**src/rtl/sprite_pixel_fetch_pkg.sv**
```systemverilog
// sprite_pixel_fetch_pkg: shared FSM encoding, sprite geometry and colour constants
package sprite_pixel_fetch_pkg;
  typedef enum logic [1:0] {IDLE = 2'd0, SETUP = 2'd1, STROBE = 2'd2, CAPTURE = 2'd3} state_t;
  localparam int DEF_ADDR_WIDTH = 14;
  localparam int DEF_DATA_WIDTH = 9;
  localparam int DEF_SPRITE_SIZE = 20;
  localparam int SPRITE_WORDS = DEF_SPRITE_SIZE * DEF_SPRITE_SIZE;
  localparam logic [8:0] DEF_TRANSPARENT = 9'h1FF;
endpackage

```
**src/rtl/sprite_pixel_fetch_if.sv**
```systemverilog
// sprite_pixel_fetch_if: sprite memory bus (address, edge-triggered read strobe, data)
interface sprite_pixel_fetch_if
  import sprite_pixel_fetch_pkg::*;
#(
  parameter int ADDR_WIDTH = DEF_ADDR_WIDTH,
  parameter int DATA_WIDTH = DEF_DATA_WIDTH
) ();
  logic [ADDR_WIDTH-1:0] o_mem_addr;
  logic                  o_mem_read;
  logic [DATA_WIDTH-1:0] i_mem_data;
  modport master (output o_mem_addr, output o_mem_read, input i_mem_data);
  modport slave (input o_mem_addr, input o_mem_read, output i_mem_data);
endinterface

```
**src/rtl/sprite_pixel_fetch_addr_calc.sv**
```systemverilog
// sprite_addr_calc: maps sprite offset/x/y to a linear memory address plus a range-error flag
module sprite_addr_calc #(
  parameter int ADDR_WIDTH   = 14,
  parameter int OFFSET_WIDTH = 5,
  parameter int COORD_WIDTH  = 5,
  parameter int SPRITE_SIZE  = 20
) (
  input  logic [OFFSET_WIDTH-1:0] i_offset,
  input  logic [COORD_WIDTH-1:0]  i_x,
  input  logic [COORD_WIDTH-1:0]  i_y,
  output logic [ADDR_WIDTH-1:0]   o_addr,
  output logic                    o_range_err
);
  localparam int FW = OFFSET_WIDTH + 2 * COORD_WIDTH + 2;
  assign o_addr = ADDR_WIDTH'(FW'(i_offset) * FW'(SPRITE_SIZE * SPRITE_SIZE)
                + FW'(i_y) * FW'(SPRITE_SIZE) + FW'(i_x));
  assign o_range_err = (int'(i_x) >= SPRITE_SIZE) || (int'(i_y) >= SPRITE_SIZE);
endmodule

```
**src/rtl/sprite_pixel_fetch.sv**
```systemverilog
// sprite_pixel_fetch: fetches one sprite pixel per request via a setup/strobe/capture read sequence
module sprite_pixel_fetch
  import sprite_pixel_fetch_pkg::*;
#(
  parameter int ADDR_WIDTH   = DEF_ADDR_WIDTH,
  parameter int DATA_WIDTH   = DEF_DATA_WIDTH,
  parameter int OFFSET_WIDTH = 5,
  parameter int SPRITE_SIZE  = DEF_SPRITE_SIZE,
  parameter int COORD_WIDTH  = 5,
  parameter logic [DATA_WIDTH-1:0] TRANSPARENT = DATA_WIDTH'(DEF_TRANSPARENT)
) (
  input  logic                    i_clk,
  input  logic                    i_rst_n,
  input  logic                    i_req,
  input  logic [OFFSET_WIDTH-1:0] i_offset,
  input  logic [COORD_WIDTH-1:0]  i_x,
  input  logic [COORD_WIDTH-1:0]  i_y,
  output logic                    o_busy,
  sprite_pixel_fetch_if.master    mem,
  output logic [DATA_WIDTH-1:0]   o_pixel,
  output logic                    o_valid,
  output logic                    o_transparent,
  output logic                    o_range_err
);
  state_t                r_state;
  logic                  r_busy;
  logic [ADDR_WIDTH-1:0] r_addr;
  logic                  r_read;
  logic [DATA_WIDTH-1:0] r_pixel;
  logic                  r_valid;
  logic                  r_transparent;
  logic                  r_range_err;
  logic [ADDR_WIDTH-1:0] w_addr;
  logic                  w_range_err;
  sprite_addr_calc #(
    .ADDR_WIDTH  (ADDR_WIDTH),
    .OFFSET_WIDTH(OFFSET_WIDTH),
    .COORD_WIDTH (COORD_WIDTH),
    .SPRITE_SIZE (SPRITE_SIZE)
  ) u_addr_calc (
    .i_offset   (i_offset),
    .i_x        (i_x),
    .i_y        (i_y),
    .o_addr     (w_addr),
    .o_range_err(w_range_err)
  );
  always_ff @(posedge i_clk or negedge i_rst_n) begin
    if (!i_rst_n) begin
      r_state       <= IDLE;
      r_busy        <= 1'b0;
      r_addr        <= '0;
      r_read        <= 1'b0;
      r_pixel       <= '0;
      r_valid       <= 1'b0;
      r_transparent <= 1'b0;
      r_range_err   <= 1'b0;
    end else begin
      r_valid       <= 1'b0;
      r_transparent <= 1'b0;
      r_range_err   <= 1'b0;
      case (r_state)
        IDLE: if (i_req) begin
          if (w_range_err) begin
            r_valid       <= 1'b1;
            r_transparent <= 1'b1;
            r_range_err   <= 1'b1;
            r_pixel       <= TRANSPARENT;
          end else begin
            r_addr  <= w_addr;
            r_busy  <= 1'b1;
            r_state <= SETUP;
          end
        end
        SETUP: begin
          r_read  <= 1'b1;
          r_state <= STROBE;
        end
        STROBE: r_state <= CAPTURE;
        CAPTURE: begin
          r_pixel       <= mem.i_mem_data;
          r_valid       <= 1'b1;
          r_transparent <= mem.i_mem_data == TRANSPARENT;
          r_read        <= 1'b0;
          r_busy        <= 1'b0;
          r_state       <= IDLE;
        end
        default: r_state <= IDLE;
      endcase
    end
  end
  assign o_busy         = r_busy;
  assign mem.o_mem_addr = r_addr;
  assign mem.o_mem_read = r_read;
  assign o_pixel        = r_pixel;
  assign o_valid        = r_valid;
  assign o_transparent  = r_transparent;
  assign o_range_err    = r_range_err;
endmodule
```
**src/flat_wrapper.sv**
```systemverilog
// flat-port wrapper written by rule: the top's interface ports become plain ports
module sprite_pixel_fetch_flat import sprite_pixel_fetch_pkg::*;
#(
  parameter int ADDR_WIDTH   = DEF_ADDR_WIDTH,
  parameter int DATA_WIDTH   = DEF_DATA_WIDTH,
  parameter int OFFSET_WIDTH = 5,
  parameter int SPRITE_SIZE  = DEF_SPRITE_SIZE,
  parameter int COORD_WIDTH  = 5,
  parameter logic [DATA_WIDTH-1:0] TRANSPARENT = DATA_WIDTH'(DEF_TRANSPARENT)
)
  (i_clk, i_rst_n, i_req, i_offset, i_x, i_y, o_busy, o_pixel, o_valid, o_transparent, o_range_err, mem_o_mem_addr, mem_o_mem_read, mem_i_mem_data);
  sprite_pixel_fetch_if #(.ADDR_WIDTH(ADDR_WIDTH), .DATA_WIDTH(DATA_WIDTH)) mem_i ();
  input  logic i_clk;
  input  logic i_rst_n;
  input  logic i_req;
  input  logic [OFFSET_WIDTH-1:0] i_offset;
  input  logic [COORD_WIDTH-1:0] i_x;
  input  logic [COORD_WIDTH-1:0] i_y;
  output logic o_busy;
  output logic [DATA_WIDTH-1:0] o_pixel;
  output logic o_valid;
  output logic o_transparent;
  output logic o_range_err;
  output wire logic [$bits(mem_i.o_mem_addr)-1:0] mem_o_mem_addr;
  output wire logic [$bits(mem_i.o_mem_read)-1:0] mem_o_mem_read;
  input wire logic [$bits(mem_i.i_mem_data)-1:0] mem_i_mem_data;
  assign mem_o_mem_addr = mem_i.o_mem_addr;
  assign mem_o_mem_read = mem_i.o_mem_read;
  assign mem_i.i_mem_data = mem_i_mem_data;
  sprite_pixel_fetch #(.ADDR_WIDTH(ADDR_WIDTH), .DATA_WIDTH(DATA_WIDTH), .OFFSET_WIDTH(OFFSET_WIDTH), .SPRITE_SIZE(SPRITE_SIZE), .COORD_WIDTH(COORD_WIDTH), .TRANSPARENT(TRANSPARENT)) u_core (.i_clk(i_clk), .i_rst_n(i_rst_n), .i_req(i_req), .i_offset(i_offset), .i_x(i_x), .i_y(i_y), .o_busy(o_busy), .mem(mem_i), .o_pixel(o_pixel), .o_valid(o_valid), .o_transparent(o_transparent), .o_range_err(o_range_err));
endmodule
```
**config.mk**
```make
export PLATFORM = sky130hd
export DESIGN_NAME = sprite_pixel_fetch_flat
export DESIGN_NICKNAME = d
export VERILOG_FILES = /design/src/rtl/sprite_pixel_fetch_pkg.sv /design/src/rtl/sprite_pixel_fetch_if.sv /design/src/rtl/sprite_pixel_fetch_addr_calc.sv /design/src/rtl/sprite_pixel_fetch.sv /design/src/flat_wrapper.sv
export SDC_FILE = /design/constraint.sdc
export NUM_CORES = 1
export LEC_CHECK = 0
export CAP_MARGIN = 20
export CORE_ASPECT_RATIO = 1.4
export CORE_MARGIN = 2
export CORE_UTILIZATION = 28
export DETAILED_ROUTE_END_ITERATION = 12
export DONT_BUFFER_PORTS = 1
export PLACE_DENSITY = 0.4
export SYNTH_ARGS = -nofsm -noshare
export SYNTH_HDL_FRONTEND = slang
export SYNTH_SLANG_ARGS = --single-unit
export TNS_END_PERCENT = 10
```
**constraint.sdc**
```tcl
create_clock -name i_clk -period 2.57 [get_ports i_clk]
set_clock_uncertainty 0.1 [all_clocks]
set_input_delay 0.1285 -clock i_clk [delete_from_list [all_inputs] [get_ports i_clk]]
set_output_delay 0.1285 -clock i_clk [all_outputs]
set_load 0.005 [all_outputs]
```
Word level (Yosys, flattened, before mapping)
Index checks and enable logic that the tools add are counted.
Storage, ports and cells
  register bits after elaboration: 30
  input bits: 27
  output and inout port bits: 28
  word-level logic and storage cells: 45
Cells by class
  $add $sub $neg: 2
  multipliers: 2
  order comparisons: 2
  equal/unequal tests: 7
  mux-type cells: 15
  bitwise operators: 1
  reductions and logical operators: 8
Operator list (count)
  two-way mux 9 bit: 2
  case mux 9 bit (2 select lines): 1
  adder 14 x 10 -> 14 bit: 1
  adder 14 x 5 -> 14 bit: 1
  greater-or-equal comparator 5 bit, second input constant: 2
  multiplier 5 x 5 -> 10 bit, second input constant: 1
  == test 9 bit, second input constant: 1
  AND reduction 3 bit: 3
  multiplier 5 x 3 -> 8 bit, second input constant: 1
  case mux 1 bit (2 select lines): 4
  case mux 2 bit (4 select lines): 1
  inequality test 2 bit, second input constant: 3
  two-way mux 1 bit: 5
  == test 2 bit, second input constant: 2
  two-way mux 2 bit: 2
  nonzero test 2 bit: 2
  == test 2 x 1 -> 1 bit, second input constant: 1
  logical NOT 2 bit: 1
  AND reduction 2 bit: 1
  logical OR 1 bit: 1
  inverter 1 bit: 1

Longest topological paths before layout
Gate-level depths: netlist of run 1.
  word-level depth: 5
  mapped depth: 13
  depth with buffers taken out: 13

Modules after synthesis
A second synthesis of run 1 with hierarchy kept.
Unflattened totals
  cell total of the unflattened synthesis: 194
  area, all modules: 2327.2 sq um
By module, submodules not included
  sprite_pixel_fetch: instances 1, cells each 91, area an instance 1332.5 sq um, seq. area each 750.7 sq um
  sprite_addr_calc: instances 1, cells each 103, area an instance 994.7 sq um, seq. area each 0.0 sq um

Worst setup path before layout of run 1
No wires, ideal clock.
  path type: input to register
  from: input port i_offset[0]
  to: register u_core.r_addr[13], in the netlist u_core.mem.o_mem_addr[13]
  arrival time: 2.644 ns
  required time: 2.342 ns
  slack: -0.302 ns
  cell stages on the path: 11
  path buffers: 0
  path through: ha_1 ha_1 ha_1 fa_1 ha_1 ha_1 o21a_1 a21oi_1 nor3_2 xnor2_1 o21ai_0
On the way
  longest elaborated chain between the ends: 3
RTL lines
  start, declared: RTL line flat_wrapper.sv:16  | input logic [OFFSET_WIDTH-1:0] i_offset;
  multiplier 5 x 5 -> 10 bit: RTL line sprite_pixel_fetch_addr_calc.sv:15  | assign o_addr = ADDR_WIDTH'(FW'(i_offset) * FW'(SPRITE_SIZE * SPRITE_SIZE)
  adder 14 x 10 -> 14 bit: RTL line sprite_pixel_fetch_addr_calc.sv:16  | + FW'(i_y) * FW'(SPRITE_SIZE) + FW'(i_x));
  adder 14 x 5 -> 14 bit: RTL line sprite_pixel_fetch_addr_calc.sv:16
  end signal, assigned: RTL line sprite_pixel_fetch.sv:69  | r_addr <= w_addr;
  end, declared: RTL line sprite_pixel_fetch.sv:27  | logic [ADDR_WIDTH-1:0] r_addr;
Every way passes these cells.
A chain may end at the register's enable or synchronous reset.

Worst setup path after layout of run 1
  from: input port i_y[1]
  to: register u_core.r_addr[10], in the netlist u_core.mem.o_mem_addr[10]
On the way
  longest elaborated chain between the ends: 4
  elaborated cells on any way between the ends: 7
  those cells by class: add/sub (2); mul (1); order compare (1); bitwise (1); reduce/logical (2)
RTL lines
  start, declared: RTL line flat_wrapper.sv:18  | input logic [COORD_WIDTH-1:0] i_y;
  parallel branches: the longest is 4 deep, another holds adder 14 x 10 -> 14 bit
Several ways; the timed one is not identified.

==> results.md, run 1 <==
- Vias per cell: 4.73
- Hold Path Origin: mem_i_mem_data[7]
- Vias: 1546
- Final GP Congestion: 0.732
- Syn_nets: 272
- Commonest non-fill, non-tap cells in the layout: ha_1 (30), dfrtp_1 (30), nand2_1 (21), buf_4 (14), dlygate4sd3_1 (13)
- Unrepaired setup endpoints after global routing: no
- R2r worst-path depth: 6
- Largest net degree at the start of global routing: 31
- Yosys reg bits: 30
- Share of cells above drive strength 1: 20.9%
- Setup TNS: 0 ps
- Post-Syn Area: about 2100 µm²
- Post-synthesis sequential area ratio: 35.5%
- Power density over the cells: 819 nW/µm²
- RR Endpoint: u_core.mem.o_mem_addr[11]
- Buffers on Ports: 0
- Slew headroom: between 50% and 60%
- Initial DRT Pass Iterations: 5
- Worst vdd ir: 0.000322 V
- Synth unique cells: 34
- Avg Inst Size Synth: 10.7 µm²
- Clk Latency, worst-skew pair: 270 ps
- Synth Instances: 198
- CTS root buf: clkbuf_8
- Register-to-register setup slack: between 500 and 600 ps
- Final setup viols: 0
- Initial antenna violation count: 0
- Area grow syn2layout: 29.0%
- Post-route insts no fill: 327
- Vias in the first global route: 1742
- CP top delay family: adder cells
- Outcome: complete, no violations
- Number of max-slew violations in the final report: 0
- CP Max Fanout: 3
- Total die area: 8270 µm²
- GRT Total Usage: 12.1%
- GRT overflow: 0
- Leakage: around 1.2 nW
- Critical R2R Launch: u_core.r_state[0]
- Sw frac: between 30% and 40%
- Logic pwr share: 46.0%
- CTS tree: built
- Final routed DRC violation total: 0
- Setup Fix Bufs, Post-CTS: 0
- Crit. End Element: register
- Max frequency: roughly 410 MHz
- Antenna diodes: 0
- DR iter-0 viols: 44
- Most frequent CP cell: ha_4
- Max Cap Viol: 0
- Req. time, crit path: 2640 ps
- Fin crit share: 93.8%
- Yosys warns: 0
- WL final: 4740 µm
- # IOs: 55
- HPWL Detailed: around 3900 µm
- NetSw: 815 µW
- Yosys top cell by area: dfrtp_1
- DR WL/cell: 14.5 µm
- Die W: 77.4 µm
- Floorplan row count: 37
- CTS Buf Count: 5
- Cells after DPL: just over 300
- Final ANT Viol Nets: 0
- Arrival time at the worst endpoint: between 2000 and 2500 ps
- Hold Crit Class: in2reg
- Largest stage delay, worst path: 550 ps
- Global-route wire length before repair: ~7900 µm
- Least-Margin Pin Slew: 664 ps
- CTS clock-pin slew for the worst setup and hold paths: 60 ps
- CP cell instances: ha_4, ha_4, fa_2, ha_4, ha_4, a21o_1, a21oi_2, a21boi_2, o21a_1, o21a_1, o31ai_1
- Filler cells: 717
- CP max stage cell: fa_2
- Hold EP: u_core.o_transparent
- Clock Sinks: 30
- Share of the synthesized area in the top cell type: 35.5%
- WP depth: 11
- Final #Nets: 305
- Shortest period the worst path allows: approximately 2400 ps
- Setup Crit Path Kind: in2reg
- Worst hold stages: 3
- Die Height: 107 µm
- Internal power: around 1.4 mW
- H-tree Lvls: 2
- Sequential power share: about 38%
- Top cells by area, synth: dfrtp_1 (36%), ha_1 (25%), nand2_1 (3.9%), fa_1 (3.8%), o22a_1 (3.7%)
- Core box area: between 7000 and 8000 µm²
- Clock Path Buffers: 2
- Hold Fails Final Rpt: 0
- Sum of buffers and inverters on the critical path: 0
- Launching element type of the critical path: input port
- Initial Util: around 29%
- Clk pwr share: 16.0%
[worst reg2reg max path, cell delays in order, from the launching register on]
cell,delay [ps]
dfrtp_1,400
inv_1,130
ha_1,280
nand3_1,480
buf_4,350
nand2_1,60
o21ai_0,70
[power groups by stage]
stage	Clock, mW	Combinational [mW]	Sequential, mW
after CTS	0.379	1.05	0.853
after floorplan	0	0.777	0.805
after global routing	0.404	1.18	0.871
after global placement	0	0.990	0.855
after detailed placement	0	1.01	0.862
final	0.358	1.03	0.847
[worst max path at each step]
stage | slack, ps | to | start
2_1_floorplan | -50 | u_core.mem.o_mem_addr[13] | i_y[1]
3_3_place_gp | -140 | u_core.mem.o_mem_addr[13] | i_y[1]
3_5_place_dp | -170 | u_core.mem.o_mem_addr[13] | i_y[2]
6_report | 160 | u_core.mem.o_mem_addr[10] | i_y[1]
5_1_grt | 40 | u_core.mem.o_mem_addr[13] | i_y[2]
4_1_cts | 120 | u_core.mem.o_mem_addr[13] | i_y[2]
[synth_stat cells]
library cell	number
a211o_1	1
a211oi_1	1
a21boi_2	1
a21o_1	5
a21oi_1	10
a21oi_2	1
a22o_1	1
a31o_2	1
a31oi_1	1
a32oi_1	1
and2_1	1
buf_2	1
clkbuf_1	1
dfrtp_1	30
fa_1	4
ha_1	43
inv_1	7
mux2_2	5
nand2_1	22
nand3_1	3
nand4_1	3
nor2_1	6
nor2b_1	2
nor3_1	1
nor3_2	1
o21a_1	3
o21ai_0	14
o21ai_1	2
o22a_1	9
o311ai_1	1
o31ai_1	2
or3_1	1
xnor2_1	7
xor2_1	6
[per-layer routing]
layer	GRT usage, %	vias to the layer above	share of wire (%)
met5	0	-	0
met4	4.21	0	1.5
met3	3.20	6	5.8
met2	23.1	47	53
met1	12.7	708	40
li1	-	785	-
[final cells by class]
| type | count | area, µm² | area share [%] |
|---|---|---|---|
| clock buffer | 6 | 82.6 | 3.03 |
| inverter | 7 | 26.3 | 0.963 |
| multi-input combinational | 159 | 1490 | 54.7 |
| sequential | 30 | 751 | 27.5 |
| tap | 97 | 121 | 4.45 |
| timing repair buffer | 28 | 255 | 9.36 |
[cell families after synthesis]
| kind of cell | share of synthesized area (%) |
|---|---|
| AO/OA/AOI/OAI | 17.1 |
| adder cells (fa/ha/maj) | 29.2 |
| AND/OR/NAND/NOR | 8.46 |
| flip-flops | 35.5 |
| XOR/XNOR | 5.38 |
| buffers and inverters | 1.66 |
| multiplexers | 2.66 |
[registers in the layout, summed over array words and instances, names as in the netlist]
name,flops
u_core.mem.o_mem_addr,14
u_core.o_pixel,9
u_core.r_state,2
u_core.mem.o_mem_read,1
u_core.o_busy,1
u_core.o_range_err,1
u_core.o_transparent,1
u_core.o_valid,1
[through the flow]
stage	cell area (µm²)	total power, mW	hold WS, ps	util, %	setup WS (ps)
after detailed placement	2490	1.87	-266	33.9	-173
after floorplan	2280	1.58	-267	-	-46.3
after global placement	2490	1.84	-266	33.9	-142
after global routing	2730	2.45	19.4	37.1	39.9
final	2730	2.23	12.7	37.1	159
after CTS	2730	2.28	15.5	37.1	116
[what timing repair did]
item,in CTS,in global routing
endpoints found under the setup margin,0,1
endpoints found under the hold margin,42,0
resized for setup,0,0
hold buffers,14,0
Note: power is estimated with default switching activity, not from simulation.
==> run 2, diff against run 1 <==
--- a/config.mk
+++ b/config.mk
@@ -5,13 +5,13 @@
 export SDC_FILE = /design/constraint.sdc
 export NUM_CORES = 1
 export LEC_CHECK = 0
+export BUFFER_PORTS_ARGS = -buffer_cell sky130_fd_sc_hd__buf_2
 export CAP_MARGIN = 20
 export CORE_ASPECT_RATIO = 1.4
 export CORE_MARGIN = 2
 export CORE_UTILIZATION = 28
 export DETAILED_ROUTE_END_ITERATION = 12
-export DONT_BUFFER_PORTS = 1
-export PLACE_DENSITY = 0.4
+export PLACE_DENSITY = 0.47
 export SYNTH_ARGS = -nofsm -noshare
 export SYNTH_HDL_FRONTEND = slang
 export SYNTH_SLANG_ARGS = --single-unit
==> run 2 against run 1 <==
  * The flow now finishes with violations (negative setup slack)
  * Worst setup slack got worse by 160 ps
  * First-iteration DRC count fell by 52%
  * Sequential cell count did not move
  * Critical path type unchanged
  * Critical endpoint unchanged
==> results.md, run 2 (same netlist as run 1, synthesis figures left out) <==
- Failing checks: negative setup slack
- H-tree Lvls: 2 (unchanged)
- RR Endpoint: u_core.mem.o_mem_addr[10] (was u_core.mem.o_mem_addr[11])
- Fin worst setup slack: -5.85 ps (was 159 ps)
- Least-Margin Pin Slew: 664 ps (about the same)
- Register-to-register setup slack: 720 ps (was 590 ps)
- Initial antenna violation count: 0 (unchanged)
- Setup TNS: -5.85 ps (was 0 ps)
- Die Height: 107 µm (unchanged)
- Shortest period the worst path allows: 2580 ps (was 2410 ps)
- Hold Path Origin: i_req (was mem_i_mem_data[7])
- Setup Crit Path Kind: in2reg (unchanged)
- Cells after DPL: 374 (was 307)
- Most frequent CP cell: ha_4 (unchanged)
- GRT Total Usage: 12.5% (was 12.1%)
- Max frequency: 388 MHz (was 415 MHz)
- Clock Path Buffers: 2 (unchanged)
- Number of max-slew violations in the final report: 0 (unchanged)
- Antenna diodes: 0 (unchanged)
- Buffers on Ports: 54 (was 0)
- CTS tree: built (unchanged)
- Max reg flops: 14 (unchanged)
- Vias: 1778 (was 1546)
- Commonest non-fill, non-tap cells in the layout: buf_2 (53), dfrtp_1 (30), buf_4 (29), ha_1 (28), nand2_1 (21) (was ha_1 (30), dfrtp_1 (30), nand2_1 (21), buf_4 (14), dlygate4sd3_1 (13))
- Hold Crit Class: in2reg (unchanged)
- Clk Latency, worst-skew pair: 280 ps (was 270 ps)
- Req. time, crit path: 2650 ps (was 2640 ps)
- Filler cells: 723 (was 717)
- Floorplan row count: 37 (unchanged)
- Outcome: finished, violations left (was complete, no violations)
- Largest stage delay, worst path: 540 ps (was 550 ps)
- Final routed DRC violation total: 0 (unchanged)
- Global-route wire length before repair: 8250 µm (was 7940 µm)
- Critical R2R Launch: u_core.r_state[0] (unchanged)
- Worst vdd ir: 0.000278 V (was 0.000322 V)
- CP max stage cell: fa_2 (unchanged)
- Power density over the cells: 787 nW/µm² (was 819 nW/µm²)
- Largest net degree at the start of global routing: 31 (unchanged)
- Share of cells above drive strength 1: 40.4% (was 20.9%)
- Die W: 77.4 µm (unchanged)
- Final Cell Area: 3120 µm² (was 2730 µm²)
- Arrival time at the worst endpoint: 2660 ps (was 2480 ps)
- Post-route insts no fill: 394 (was 327)
- Fin crit share: 100% (was 93.8%)
- Initial DRT Pass Iterations: 4 (was 5)
- Post-DP Area: 2860 µm² (was 2490 µm²)
- Worst hold stages: 3 (unchanged)
- Leakage: 1.50 nW (was 1.22 nW)
- Unrepaired setup endpoints after global routing: yes (was no)
- CTS Buf Count: 5 (unchanged)
- CP cell instances: buf_4, ha_4, ha_4, fa_2, ha_4, ha_4, a21o_1, a21oi_2, a21boi_2, o21a_1, o21a_1, o31ai_1 (was ha_4, ha_4, fa_2, ha_4, ha_4, a21o_1, a21oi_2, a21boi_2, o21a_1, o21a_1, o31ai_1)
- Most common cell after layout, fill and taps aside: buf_2
- Clock Sinks: 30 (unchanged)
- Core box area: 7360 µm² (unchanged)
- Final core utilization: 42.4% (was 37.1%)
- CTS clock-pin slew for the worst setup and hold paths: 60 ps (about the same)
- Final #Nets: 371 (was 305)
- Final GP Congestion: 0.784 (was 0.732)
- Hold EP: u_core.o_range_err (was u_core.o_transparent)
- Slew headroom: 55.8% (was 55.4%)
- GRT overflow: 0 (unchanged)
- Hold_ws: 108 ps (was 12.7 ps)
- DR WL/cell: 11.9 µm (was 14.5 µm)
- Launching element type of the critical path: input port (unchanged)
- DR iter-0 viols: 21 (was 44)
- CTS root buf: clkbuf_8 (unchanged)
- # IOs: 55 (unchanged)
- Initial Util: 28.7% (unchanged)
- Final setup viols: 1 (was 0)
- HPWL Detailed: 3870 µm (was 3950 µm)
- WL final: 4670 µm (was 4740 µm)
- Final ANT Viol Nets: 0 (unchanged)
- Total die area: 8270 µm² (unchanged)
- Vias per cell: 4.51 (was 4.73)
- Area grow syn2layout: 47.6% (was 29.0%)
- Max Cap Viol: 0 (unchanged)
- Hold Fails Final Rpt: 0 (unchanged)
- Vias in the first global route: 1838 (was 1742)
- R2r worst-path depth: 5 (was 6)
- Crit. End Element: register (unchanged)
- CP Max Fanout: 3 (unchanged)
[run 2: metrics by stage]
step | power (mW) | worst slack [ps]
6_report | 2.46 | -5.85
4_1_cts | 2.48 | -22.8
3_5_place_dp | 2.08 | -334
2_1_floorplan | 1.58 | -46.3
3_3_place_gp | 2.08 | -297
5_1_grt | 2.71 | -114
[run 2: worst max-delay path by stage]
stage                      start                   endpoint  slack, ps
after CTS                 i_y[1]  u_core.mem.o_mem_addr[12]        -20
after floorplan           i_y[1]  u_core.mem.o_mem_addr[13]        -50
after detailed placement  i_y[2]  u_core.mem.o_mem_addr[13]       -330
after global placement    i_y[1]  u_core.mem.o_mem_addr[12]       -300
after global routing      i_y[1]  u_core.mem.o_mem_addr[10]       -110
final                     i_y[1]  u_core.mem.o_mem_addr[10]         -6
[run 2: where the power goes]
group | internal, mW | switching [mW] | leakage, nW | total, mW
combinational | 0.712 | 0.629 | 1.11 | 1.34
sequential | 0.680 | 0.0923 | 0.354 | 0.772
clock | 0.186 | 0.157 | 0.0383 | 0.343
total | 1.58 | 0.878 | 1.50 | 2.46
[run 2: critical path, delay by kind of cell]
family,cells,cell delay [ps]
adders and majority gates,5,1340
buffers and inverters,1,130
AOI/OAI and AO/OA,6,1050
[run 2: per-layer routing]
metal | vias to the layer above | track usage [%] | part of all wire (%)
li1 | 919 | - | -
met1 | 812 | 14.2 | 43
met2 | 42 | 23.2 | 52
met3 | 5 | 2.10 | 3.7
met4 | 0 | 4.21 | 1.5
met5 | - | 0 | 0
[run 2: cell type report]
class                           count  area, µm²  area share (%)
Multi-Input combinational cell    159       1540            49.4
Sequential cell                    30        751            24.1
Timing Repair Buffer               94        603            19.3
Tap cell                           97        121            3.89
Clock buffer                        7       76.3            2.45
Inverter                            7       26.3           0.842
[run 2: repair_timing]
item,CTS,global route
setup buffers,0,1
endpoints found under the hold margin,41,0
hold buffers,12,0
resized for setup,3,5
pin swaps,1,14
endpoints found under the setup margin,3,5
